## config.mk

```make
export PLATFORM = sky130hd
export DESIGN_NAME = memwb_pipe_buf
export DESIGN_NICKNAME = d
export VERILOG_FILES = /design/src/rtl/memwb_pipe_buf.sv
export SDC_FILE = /design/constraint.sdc
export NUM_CORES = 1
export LEC_CHECK = 0
export CAP_MARGIN = 40
export CORE_ASPECT_RATIO = 2
export CORE_MARGIN = 2
export CORE_UTILIZATION = 52
export DETAILED_ROUTE_END_ITERATION = 12
export PLACE_DENSITY = 0.86
export REMOVE_ABC_BUFFERS = 1
export SLEW_MARGIN = 5
export SYNTH_ARGS = -nofsm -noshare
export SYNTH_HDL_FRONTEND = slang
export SYNTH_SLANG_ARGS = --single-unit
```

## constraint.sdc

```tcl
create_clock -name CLK -period 4.5 [get_ports CLK]
set_input_delay 0.675 -clock CLK [delete_from_list [all_inputs] [get_ports CLK]]
set_output_delay 0.675 -clock CLK [all_outputs]
set_load 0.005 [all_outputs]
```

## src/rtl/memwb_pipe_buf.sv

```systemverilog
// MEM/WB stage buffer: DEPTH-entry circular FIFO, write-back mux, R0 write masking, forwarding tap, bubble counter.
// Latency: an entry captured on a falling CLK edge into an empty buffer is on out* right after that edge.
// Backpressure: in_ready = count < DEPTH from registered count only; when full, input is ignored even on a pop edge.
module memwb_pipe_buf #(
    parameter int DATA_W  = 32,
    parameter int REG_AW  = 5,
    parameter int DEPTH   = 2,
    parameter int CNT_W   = 16,
    parameter int MASK_R0 = 1
) (
    input  logic              CLK,
    input  logic              RSTn,
    input  logic              in_valid,
    output logic              in_ready,
    input  logic              flush,
    input  logic [DATA_W-1:0] MemRdata,
    input  logic [DATA_W-1:0] ALU_result,
    input  logic [REG_AW-1:0] Wreg_addr,
    input  logic              RegWrite,
    input  logic              MemToReg,
    input  logic              Branch,
    output logic              out_valid,
    input  logic              out_ready,
    output logic [DATA_W-1:0] outMemRdata,
    output logic [DATA_W-1:0] outALU_result,
    output logic [DATA_W-1:0] outWdata,
    output logic [REG_AW-1:0] outWreg_addr,
    output logic              outRegWrite,
    output logic              outMemToReg,
    output logic              outBranch,
    output logic              fwd_valid,
    output logic [REG_AW-1:0] fwd_addr,
    output logic [DATA_W-1:0] fwd_data,
    output logic [CNT_W-1:0]  bubble_cnt
);
    localparam int PTR_W  = (DEPTH > 1) ? $clog2(DEPTH) : 1;
    localparam int CNT_BW = $clog2(DEPTH + 1);
    localparam logic [CNT_BW-1:0] FULL_CNT = CNT_BW'(DEPTH);
    localparam logic [PTR_W-1:0]  LAST_PTR = PTR_W'(DEPTH - 1);

    typedef struct packed {
        logic [DATA_W-1:0] mem_rdata;
        logic [DATA_W-1:0] alu_result;
        logic [REG_AW-1:0] wreg_addr;
        logic              reg_write;
        logic              mem_to_reg;
        logic              branch;
    } entry_t;

    entry_t              entry_q [DEPTH];
    entry_t              cap_dat;
    entry_t              head_dat;
    logic [PTR_W-1:0]    rd_ptr_q;
    logic [PTR_W-1:0]    wr_ptr_q;
    logic [CNT_BW-1:0]   count_q;
    logic [CNT_W-1:0]    bubble_q;
    logic                push;
    logic                pop;
    logic                bubble;

    function automatic logic [PTR_W-1:0] ptr_inc(input logic [PTR_W-1:0] p);
        return (p == LAST_PTR) ? '0 : p + PTR_W'(1);
    endfunction

    assign in_ready  = (count_q != FULL_CNT);
    assign out_valid = (count_q != '0);
    assign push      = in_valid & in_ready & ~flush;
    assign pop       = out_valid & out_ready & ~flush;
    assign bubble    = out_ready & ~out_valid;

    // Writes to r0 are dropped at capture so neither write-back nor forwarding ever sees them.
    always_comb begin
        cap_dat            = '0;
        cap_dat.mem_rdata  = MemRdata;
        cap_dat.alu_result = ALU_result;
        cap_dat.wreg_addr  = Wreg_addr;
        cap_dat.reg_write  = RegWrite & ~((MASK_R0 != 0) && (Wreg_addr == '0));
        cap_dat.mem_to_reg = MemToReg;
        cap_dat.branch     = Branch;
    end

    always_ff @(negedge CLK or negedge RSTn) begin
        if (!RSTn) begin
            rd_ptr_q <= '0;
            wr_ptr_q <= '0;
            count_q  <= '0;
            for (int i = 0; i < DEPTH; i++) begin
                entry_q[i] <= '0;
            end
        end else if (flush) begin
            rd_ptr_q <= '0;
            wr_ptr_q <= '0;
            count_q  <= '0;
        end else begin
            if (push) begin
                entry_q[wr_ptr_q] <= cap_dat;
                wr_ptr_q          <= ptr_inc(wr_ptr_q);
            end
            if (pop) begin
                rd_ptr_q <= ptr_inc(rd_ptr_q);
            end
            case ({push, pop})
                2'b10:   count_q <= count_q + CNT_BW'(1);
                2'b01:   count_q <= count_q - CNT_BW'(1);
                default: count_q <= count_q;
            endcase
        end
    end

    always_ff @(negedge CLK or negedge RSTn) begin
        if (!RSTn) begin
            bubble_q <= '0;
        end else if (bubble && (bubble_q != '1)) begin
            bubble_q <= bubble_q + CNT_W'(1);
        end
    end

    // Empty buffer presents all-zero fields rather than stale storage.
    assign head_dat      = out_valid ? entry_q[rd_ptr_q] : '0;

    assign outMemRdata   = head_dat.mem_rdata;
    assign outALU_result = head_dat.alu_result;
    assign outWdata      = head_dat.mem_to_reg ? head_dat.mem_rdata : head_dat.alu_result;
    assign outWreg_addr  = head_dat.wreg_addr;
    assign outRegWrite   = head_dat.reg_write & out_valid;
    assign outMemToReg   = head_dat.mem_to_reg;
    assign outBranch     = head_dat.branch & out_valid;
    assign fwd_valid     = out_valid & outRegWrite;
    assign fwd_addr      = outWreg_addr;
    assign fwd_data      = outWdata;
    assign bubble_cnt    = bubble_q;

endmodule

```

Word-level counts from Yosys, hierarchy flattened
Cells that the tools add are included.

Register bits after elaboration: 164. Latch bits: 0. RAM bits: 0. Bits in read-only memories: 0. Input port bits: 77. Output and inout port bits: 160. Memories: 0.

Add/subtract/negate cells: 5. $mul: 0. Divide/modulo/power cells: 0. $lt $le $gt $ge: 3. Equality and inequality tests: 4. Shift operators: 0. Mux-type cells: 16. Bitwise logic cells: 14. Reduce and logical (&&, ||, !) cells: 8.

Operator list (count): $mux W72 (5); $bwmux W144 (1); $demux W72 S1 (1); $mux W32 (1); $add A16 B1 Y16 const B (1); $ne A16 B16 Y1 const B (1); $and A1 B1 Y1 (9); $mux W1 (6); $reduce_bool A2 Y1 (3); $logic_not A5 Y1 (1); $ge A2 B2 Y1 const B (2); $not A1 Y2 (2); $pmux W2 S2 (1); $not A1 Y1 (3); $reduce_bool A3 Y1 (1); $add A1 B1 Y1 const B (2); $add A2 B1 Y2 const B (1); $eq A2 B1 Y1 const B (1); $eq A2 B2 Y1 const B (1); $logic_and A1 B1 Y1 (2); $lt A2 B1 Y1 const B (1); $mux W2 (1); $ne A2 B2 Y1 const B (1); $reduce_and A2 Y1 (1); $sub A2 B1 Y2 const B (1).

Longest topological paths before layout
Gate-level depths: netlist (run 1).

Word-level depth: 7. Mapped depth: 6.

==> impl_metrics.tcl, run 1 <==
set metrics [dict create \
    run_status "finished, violations left" \
    violations "setup timing" \
    cts_max_path_buffers 2 \
    yosysUniqueCellTypes 40 \
    leakage_nw 5.86 \
    ys_ff_latch 164 \
    viasPerCell 5.55 \
    gp_congestion 0.856 \
    drv_slew 0 \
    grt_pass1_wl_mm 35.3 \
    synthToLayoutAreaGrowth_pct 52.3 \
    dp_cells 1089 \
    cp-end-kind "primary output" \
    yosysTopAreaCellShare_pct 50.1 \
    slew_headroom_pct 59.7 \
    path_buf_inv 4 \
    post-route-util_pct 81.1 \
    seq_power_share_pct 41.7 \
    switchingPower_mw 1.57 \
    powerDensity_nw_per_um2 426 \
    initial_utilization_pct 53.3 \
    ys_top_cells_by_area "dfrtn_1 (50%), mux2_2 (24%), mux2i_1 (8.9%), buf_4 (3.7%), nor2_1 (3.6%)" \
    layout_common_cells "dfrtn_1 (164), mux2_2 (157), buf_4 (106), clkdlybuf4s50_1 (99), mux2i_1 (54)" \
    ant_nets 0 \
    grt_max_degree 56 \
    instances_no_fill 1179 \
    synth_top_area_cell "dfrtn_1" \
    cp_common_cell "buf_4" \
    htreeDepth 4 \
    hold_violations 0 \
    multi_input_area_sq_um 3920 \
    netlist_area_sq_um 8190 \
    dp_hpwl_mm 15.7 \
    cts_made_buffers 17 \
    ys.flop_type "dfrtn_1" \
    p_int_mw 3.75 \
    ys_async_sr_fraction_pct 100 \
    synth_area_per_cell_sq_um 12.7 \
    drtIter0Drc 365 \
    clock_skew_ns 0.00628 \
    criticalPathCategory "flop to primary output" \
    core_area_sq_um 15400 \
    clk_latency_ns 0.40 \
    track_usage_pct 26.9 \
    dieArea_sq_um 16800 \
    p_clk_share_pct 27.4 \
    cts_num_sinks 164 \
    drtPass1Iterations 4 \
    rsz0062_at_grt "true" \
    gr-total-overflow 0 \
    path_cells "buf_4 -> buf_12 -> buf_4 -> mux2i_2 -> nor2_2 -> mux2_2 -> dlygate4sd2_1" \
    hp-class "flop to flop" \
    yosysWarnings 0 \
    setup_viol 142 \
    pwr-share-comb_pct 30.9 \
    crit_path_start_kind "flop" \
    drc 0 \
    antenna_found_initial 1 \
    die_w_um 92.8 \
    syn-instance-count 645 \
    maxCapViolCount 0 \
    clk_pin_slew_ns 0.05 \
    grt_pass1_vias 6918 \
    finalWorstSetupSlack_ns -0.618 \
    clockRootBuffer "clkbuf_16" \
    cts_tree "done" \
    fill_cells 859 \
    critPathMaxStageDelay_ns 0.43 \
    die_y_um 182 \
    crit_family "buffers and inverters" \
    netSwitchingFraction_pct 29.5 \
    cts_hold_buf 0 \
    fin_nets 1047 \
    crit_fanout 8 \
    rows 64 \
    drt-total-wl_mm 24.9 \
    final_common_cell "dfrtn_1" \
    port-buffer-count 236 \
    yosysSeqAreaShare_pct 50.1 \
    worst_slew_pin_slew_ns 0.604 \
    route.vias.total 6546 \
    seqCellArea_sq_um 4100 \
    avgRoutedWirePerCell_um 21.1 \
    drive_gt1_share_pct 49.5 \
    peakVddDrop_mv 0.330 \
    io_pins 237 \
    synth_edf_count 0 \
    cp_data_arrival_time_ns 4.44 \
    required_ns 3.83 \
    crit_slowest_cell "dfrtn_1" \
]
## final timing paths
path / start / endpoint / slack (ns) / depth (start not counted)
hold / removal: bubble_cnt[8]$_DFFE_NN0P_ / bubble_cnt[8]$_DFFE_NN0P_ / 0.44 / 1
min in group asynchronous: RSTn / entry_q[26]$_DFFE_NN0P_ / 2.29 / 1
setup / recovery: rd_ptr_q$_DFFE_NN0P_ / outWdata[3] / -0.62 / 7
max in group asynchronous: RSTn / entry_q[42]$_DFFE_NN0P_ / 1.45 / 2
setup reg to reg: count_q[0]$_DFFE_NN0P_ / entry_q[107]$_DFFE_NN0P_ / 2.44 / 7
hold reg to reg: bubble_cnt[8]$_DFFE_NN0P_ / bubble_cnt[8]$_DFFE_NN0P_ / 0.44 / 1
## power groups by stage
| stage | clock [mW] | sequential [mW] | combinational [mW] |
|---|---|---|---|
| 6_report | 1.46 | 2.22 | 1.64 |
| 3_5_place_dp | 0 | 2.18 | 1.48 |
| 4_1_cts | 1.46 | 2.17 | 1.49 |
| 2_1_floorplan | 0 | 2.12 | 0.719 |
| 3_3_place_gp | 0 | 2.14 | 1.42 |
| 5_1_grt | 1.52 | 2.26 | 1.75 |
## layout make-up
type	count	area share, %
Timing Repair Buffer	380	28.9
Clock inverter	12	1.19
Multi-Input combinational cell	403	31.4
Sequential cell	164	32.9
Inverter	3	0.0903
Antenna cell	1	0.0201
Tap cell	198	1.99
Clock buffer	18	3.52
## routing by layer
layer	part of all wire, %	GRT usage, %	vias to the layer above
met4	4.6	12.9	0
met1	34	27.9	3332
met3	3.9	4.19	75
met5	0	0	-
met2	57	51.4	254
li1	-	-	2885
## flip-flops by register name, summed over array words and instances, names as in the netlist
name and cells:
bubble_cnt 16, wr_ptr_q 1, entry_q 144, count_q 2
rd_ptr_q 1
## per-stage QoR
stage | area, sq um | setup TNS [ns] | total power [mW] | hold slack (ns) | worst slack, ns
global placement | 11100 | -29.63 | 3.55 | 0.426 | -0.268
detailed placement | 11100 | -32.19 | 3.66 | 0.431 | -0.310
finish | 12500 | -55.11 | 5.32 | 0.442 | -0.618
CTS | 11900 | -56.34 | 5.13 | 0.442 | -0.702
floorplan | 7680 | -491.82 | 2.84 | 0.410 | -3.21
global route | 12500 | -64.14 | 5.54 | 0.455 | -0.687
## synth_stat cells, types with 2 or more instances
library cell	n
mux2_2	171
xnor2_1	5
nand4_1	4
mux2_1	5
buf_2	21
nor2_1	78
nand3_1	7
clkbuf_1	2
nor4_1	3
and3_1	2
a211oi_1	2
a21oi_1	6
nor3_4	3
nand2_1	8
inv_1	3
buf_1	5
nand2b_1	2
buf_4	40
buf_6	7
o21ai_0	6
mux2i_1	73
xor2_1	10
dfrtn_1	164
nor3_1	2
## worst reg2reg max path: stages, from the launching register on
cell and delay, ns:
dfrtn_1 0.47, buf_4 0.13, buf_4 0.12, nand2b_2 0.15, nand2_1 0.11, nor3_4 0.13, buf_4 0.35, mux2_2 0.42
## repair_timing
item,in CTS,in global routing
hold endpoints to repair,0,0
gates cloned,3,7
pin swaps,13,11
buffers inserted,13,38
resized for setup,223,184
setup endpoints to repair,144,144
## cells by family (layout without fill, tap and decap cells)
group / Yosys count / after routing / share of synthesized area (%)
flops: 164 / 164 / 50.1
other cells: 0 / 1 / 0
buf+inv: 78 / 413 / 6.37
compound gates: 18 / 18 / 1.51
xor+xnor: 15 / 15 / 1.60
simple gates: 120 / 120 / 7.15
fa+ha+maj: 1 / 1 / 0.153
mux: 249 / 249 / 33.1
(Power assumes the default switching activity.)
==> run 2: changes to the inputs <==
PLACE_DENSITY = default   (was 0.86)
PLACE_DENSITY_LB_ADDON = 0.05   (was default)
==> impl_metrics.tcl, run 2 (same netlist as run 1, synthesis figures left out) <==
set metrics [dict create \
    core_area_sq_um 15400 \
    cp_data_arrival_time_ns 4.42 \
    top_register "entry_q" \
    viasPerCell 5.59 \
    dieArea_sq_um 16800 \
    grt_max_degree 52 \
    antenna_found_initial 0 \
    insertedDiodeCount 0 \
    crit_fanout 7 \
    layout_common_cells "dfrtn_1 (164), mux2_2 (141), buf_6 (129), clkdlybuf4s50_1 (91), buf_4 (77)" \
    cts_num_sinks 164 \
    drv_slew 0 \
    clockRootBuffer "clkbuf_16" \
    slew_headroom_pct 60.4 \
    gr-total-overflow 0 \
    fin_nets 1064 \
    hold_slack_ns 0.454 \
    largest_register_ffs 144 \
    cts_hold_buf 0 \
    track_usage_pct 29.0 \
    peakVddDrop_mv 0.353 \
    violations "setup timing" \
    final_common_cell "dfrtn_1" \
    cts_tree "done" \
    wl_met1_mm 9.23 \
    cts_made_buffers 17 \
    wl_met3_mm 1.55 \
    port-buffer-count 236 \
    cp-end-kind "primary output" \
    instances_no_fill 1196 \
    drc 0 \
    required_ns 3.83 \
    criticalPathCategory "flop to primary output" \
    drtPass1Iterations 4 \
    powerDensity_nw_per_um2 424 \
    top_layer_used "met4" \
    clk_latency_ns 0.40 \
    drive_gt1_share_pct 56.7 \
    rsz0062_at_grt "true" \
    cts_max_path_buffers 2 \
    drt-total-wl_mm 27.5 \
    run_status "finished, violations left" \
    clock_skew_ns 0.00765 \
    avgRoutedWirePerCell_um 23.0 \
    route.vias.total 6683 \
    crit_path_start_kind "flop" \
    rows 64 \
    initial_utilization_pct 53.3 \
    synthToLayoutAreaGrowth_pct 62.2 \
    dp_hpwl_mm 14.7 \
    maxCapViolCount 0 \
    leakage_nw 5.93 \
    finalWorstSetupSlack_ns -0.598 \
    grt_pass1_vias 6993 \
    clk_pin_slew_ns 0.05 \
    dr_wl_met2_mm 15.2 \
    hold_violations 0 \
    ant_nets 0 \
    die_w_um 92.8 \
    gp_congestion 0.841 \
    worst_slew_pin_slew_ns 0.593 \
    io_pins 237 \
    p_total_mw 5.64 \
    hp-class "flop to flop" \
    htreeDepth 4 \
    setup_viol 143 \
    drtIter0Drc 352 \
    grt_pass1_wl_mm 37.3 \
    dp_cells 1069 \
    die_y_um 182 \
]
[run 2: what timing repair did]
item	in CTS	in global routing
buffers inserted	75	33
setup endpoints to repair	144	146
pin swaps	59	51
cloned	11	2
gates resized for setup	660	152
[run 2: power breakdown]
group | total (mW) | internal, mW | switching [mW]
registers | 2.25 | 1.91 | 0.335
logic | 1.89 | 1.17 | 0.722
clock network | 1.50 | 0.855 | 0.640
[run 2: final timing paths]
kind,from,endpoint,slack (ns),depth (start not counted)
max in group asynchronous,RSTn,entry_q[30]$_DFFE_NN0P_,1.50,2
worst max register to register,count_q[0]$_DFFE_NN0P_,entry_q[139]$_DFFE_NN0P_,2.29,8
worst min register to register,entry_q[35]$_DFFE_NN0P_,entry_q[35]$_DFFE_NN0P_,0.45,1
min in group asynchronous,RSTn,entry_q[9]$_DFFE_NN0P_,2.28,1
worst max-delay path,rd_ptr_q$_DFFE_NN0P_,fwd_data[10],-0.60,8
worst min-delay path,entry_q[35]$_DFFE_NN0P_,entry_q[35]$_DFFE_NN0P_,0.45,1
[run 2: worst max-delay path, stage by stage, from the launching register on]
cell and delay, ns:
dfrtn_1 0.46, buf_6 0.16, buf_12 0.14, buf_16 0.13
mux2i_1 0.23, nor2_1 0.09, buf_4 0.14, mux2_4 0.28
buf_6 0.12
[run 2: cell type report]
type	count	area [sq um]
Clock inverter	12	144
Fill cell	752	2080
Sequential cell	164	4100
Tap cell	198	248
Clock buffer	19	453
Timing Repair Buffer	397	4210
Inverter	3	13.8
Multi-Input combinational cell	403	4120
[run 2: metal layers]
| metal | vias to the layer above | track usage, % |
|---|---|---|
| li1 | 2911 | - |
| met1 | 3383 | 31.6 |
| met4 | 0 | 12.0 |
| met3 | 94 | 5.31 |
| met5 | - | 0 |
| met2 | 295 | 54.0 |
[run 2: per-stage QoR]
stage / setup TNS [ns] / utilization, % / area (sq um) / setup slack (ns)
detailed placement: -73.98 / 71.1 / 10900 / -0.653
global route: -64.22 / 86.4 / 13300 / -0.650
CTS: -53.38 / 82.0 / 12600 / -0.543
global placement: -81.84 / 70.9 / 10900 / -0.710
finish: -58.77 / 86.4 / 13300 / -0.598
floorplan: -491.82 / - / 7680 / -3.21
==> run 3: changes to the inputs <==
SETUP_SLACK_MARGIN = 0.2   (was default)
==> impl_metrics.tcl, run 3 (same netlist as run 1, synthesis figures left out) <==
set metrics [dict create \
    run_status "finished, violations left" \
    violations "setup timing" \
    hold_violations 0 \
    synthToLayoutAreaGrowth_pct 63.1 \
    htreeDepth 4 \
    drt-total-wl_mm 27.1 \
    peakVddDrop_mv 0.331 \
    avgRoutedWirePerCell_um 22.3 \
    instances_no_fill 1216 \
    ant_nets 0 \
    crit_slowest_cell "dfrtn_1" \
    cts_max_path_buffers 2 \
    gp_congestion 0.841 \
    final_common_cell "dfrtn_1" \
    p_clk_share_pct 26.4 \
    clk_latency_ns 0.40 \
    powerDensity_nw_per_um2 421 \
    r2r_slack_ns 2.23 \
    track_usage_pct 29.9 \
    stdcell_area_sq_um 13400 \
    clockRootBuffer "clkbuf_16" \
    slew_headroom_pct 60.6 \
    dpl_cell_area_sq_um 10900 \
    grt_pass1_vias 7137 \
    cts_made_buffers 17 \
    dieArea_sq_um 16800 \
    antenna_found_initial 0 \
    cp_data_arrival_time_ns 4.48 \
    switchingPower_mw 1.67 \
    drtPass1Iterations 4 \
    cp-end-kind "primary output" \
    route.vias.total 6795 \
    clock_skew_ns 0.00946 \
    top_register "entry_q" \
    p_total_mw 5.62 \
    viasPerCell 5.59 \
    largest_register_ffs 144 \
    drc 0 \
    finalWorstSetupSlack_ns -0.655 \
    insertedDiodeCount 0 \
    path_cells "buf_6 -> buf_12 -> buf_16 -> buf_12 -> mux2i_4 -> nor2_2 -> mux2_4 -> buf_6" \
    cts_num_sinks 164 \
    drive_gt1_share_pct 58.2 \
    worst_slew_pin_slew_ns 0.591 \
    criticalPathCategory "flop to primary output" \
    dp_cells 1069 \
    hp-class "flop to flop" \
    setup_viol 142 \
    io_pins 237 \
    post-route-util_pct 86.9 \
    critPathMaxStageDelay_ns 0.47 \
    die_w_um 92.8 \
    cts_tree "done" \
    hold_slack_ns 0.447 \
    dp_hpwl_mm 14.7 \
    fin_nets 1084 \
    rsz0062_at_grt "true" \
    gr-total-overflow 0 \
    maxCapViolCount 0 \
    drtIter0Drc 372 \
    rows 64 \
    grt_max_degree 52 \
    grt_pass1_wl_mm 38.5 \
    clk_pin_slew_ns 0.05 \
    port-buffer-count 236 \
    dp_worst_setup_slack_ns -0.653 \
    layout_common_cells "dfrtn_1 (164), mux2_2 (142), buf_6 (142), clkdlybuf4s50_1 (87), buf_4 (86)" \
    crit_fanout 6 \
    leakage_nw 6.03 \
    cts_hold_buf 0 \
    die_y_um 182 \
    p_int_mw 3.95 \
    fin_setup_tns_ns -61.75 \
    pwr-share-comb_pct 34.5 \
    drv_slew 0 \
    initial_utilization_pct 53.3 \
    crit_path_start_kind "flop" \
    netSwitchingFraction_pct 29.7 \
    seq_power_share_pct 39.1 \
    required_ns 3.83 \
    core_area_sq_um 15400 \
]
==> run 3: layout make-up <==
| class | count | area, sq um |
|---|---|---|
| flip-flops and latches | 164 | 4100 |
| clock inverters | 12 | 144 |
| fillers | 712 | 2010 |
| inverters | 3 | 23.8 |
| well taps | 198 | 248 |
| clock buffers | 19 | 453 |
| repair buffers | 417 | 4350 |
| multi-input cells | 403 | 4050 |
==> run 3: worst paths after layout <==
path,start,endpoint,depth (start not counted)
max,rd_ptr_q$_DFFE_NN0P_,outWdata[15],8
min,entry_q[2]$_DFFE_NN0P_,entry_q[2]$_DFFE_NN0P_,2
max reg2reg,bubble_cnt[0]$_DFFE_NN0P_,bubble_cnt[0]$_DFFE_NN0P_,7
min reg2reg,entry_q[2]$_DFFE_NN0P_,entry_q[2]$_DFFE_NN0P_,2
max in group asynchronous,RSTn,entry_q[30]$_DFFE_NN0P_,2
min in group asynchronous,RSTn,entry_q[9]$_DFFE_NN0P_,1
==> run 3: repair_timing <==
action                     CTS  global route
setup buffers               81            24
setup endpoints to repair  165           168
gates cloned                11             0
resized for setup          681           158
pin swaps                   60            66
==> run 3: layer usage <==
metal  GRT usage, %  vias up  wire length (um)
met5              0        -                 0
met4           12.1        0              1160
met3           4.65       80              1170
met2           55.9      314             15300
met1           33.2     3446              9510
li1               -     2955                 -
==> run 3: power by group through the flow <==
stage / Combinational (mW) / Clock (mW) / Sequential, mW
finish: 1.94 / 1.48 / 2.20
global route: 2.04 / 1.56 / 2.24
CTS: 1.75 / 1.47 / 2.13
detailed placement: 1.43 / 0 / 2.18
global placement: 1.38 / 0 / 2.14
floorplan: 0.719 / 0 / 2.12
==> run 3: worst max-delay path, delay by kind of cell (launching register included) <==
family	cells	cell delay, ns
multiplexers	2	0.56
buffers and inverters	5	0.71
flip-flops	1	0.47
AND/OR/NAND/NOR	1	0.08
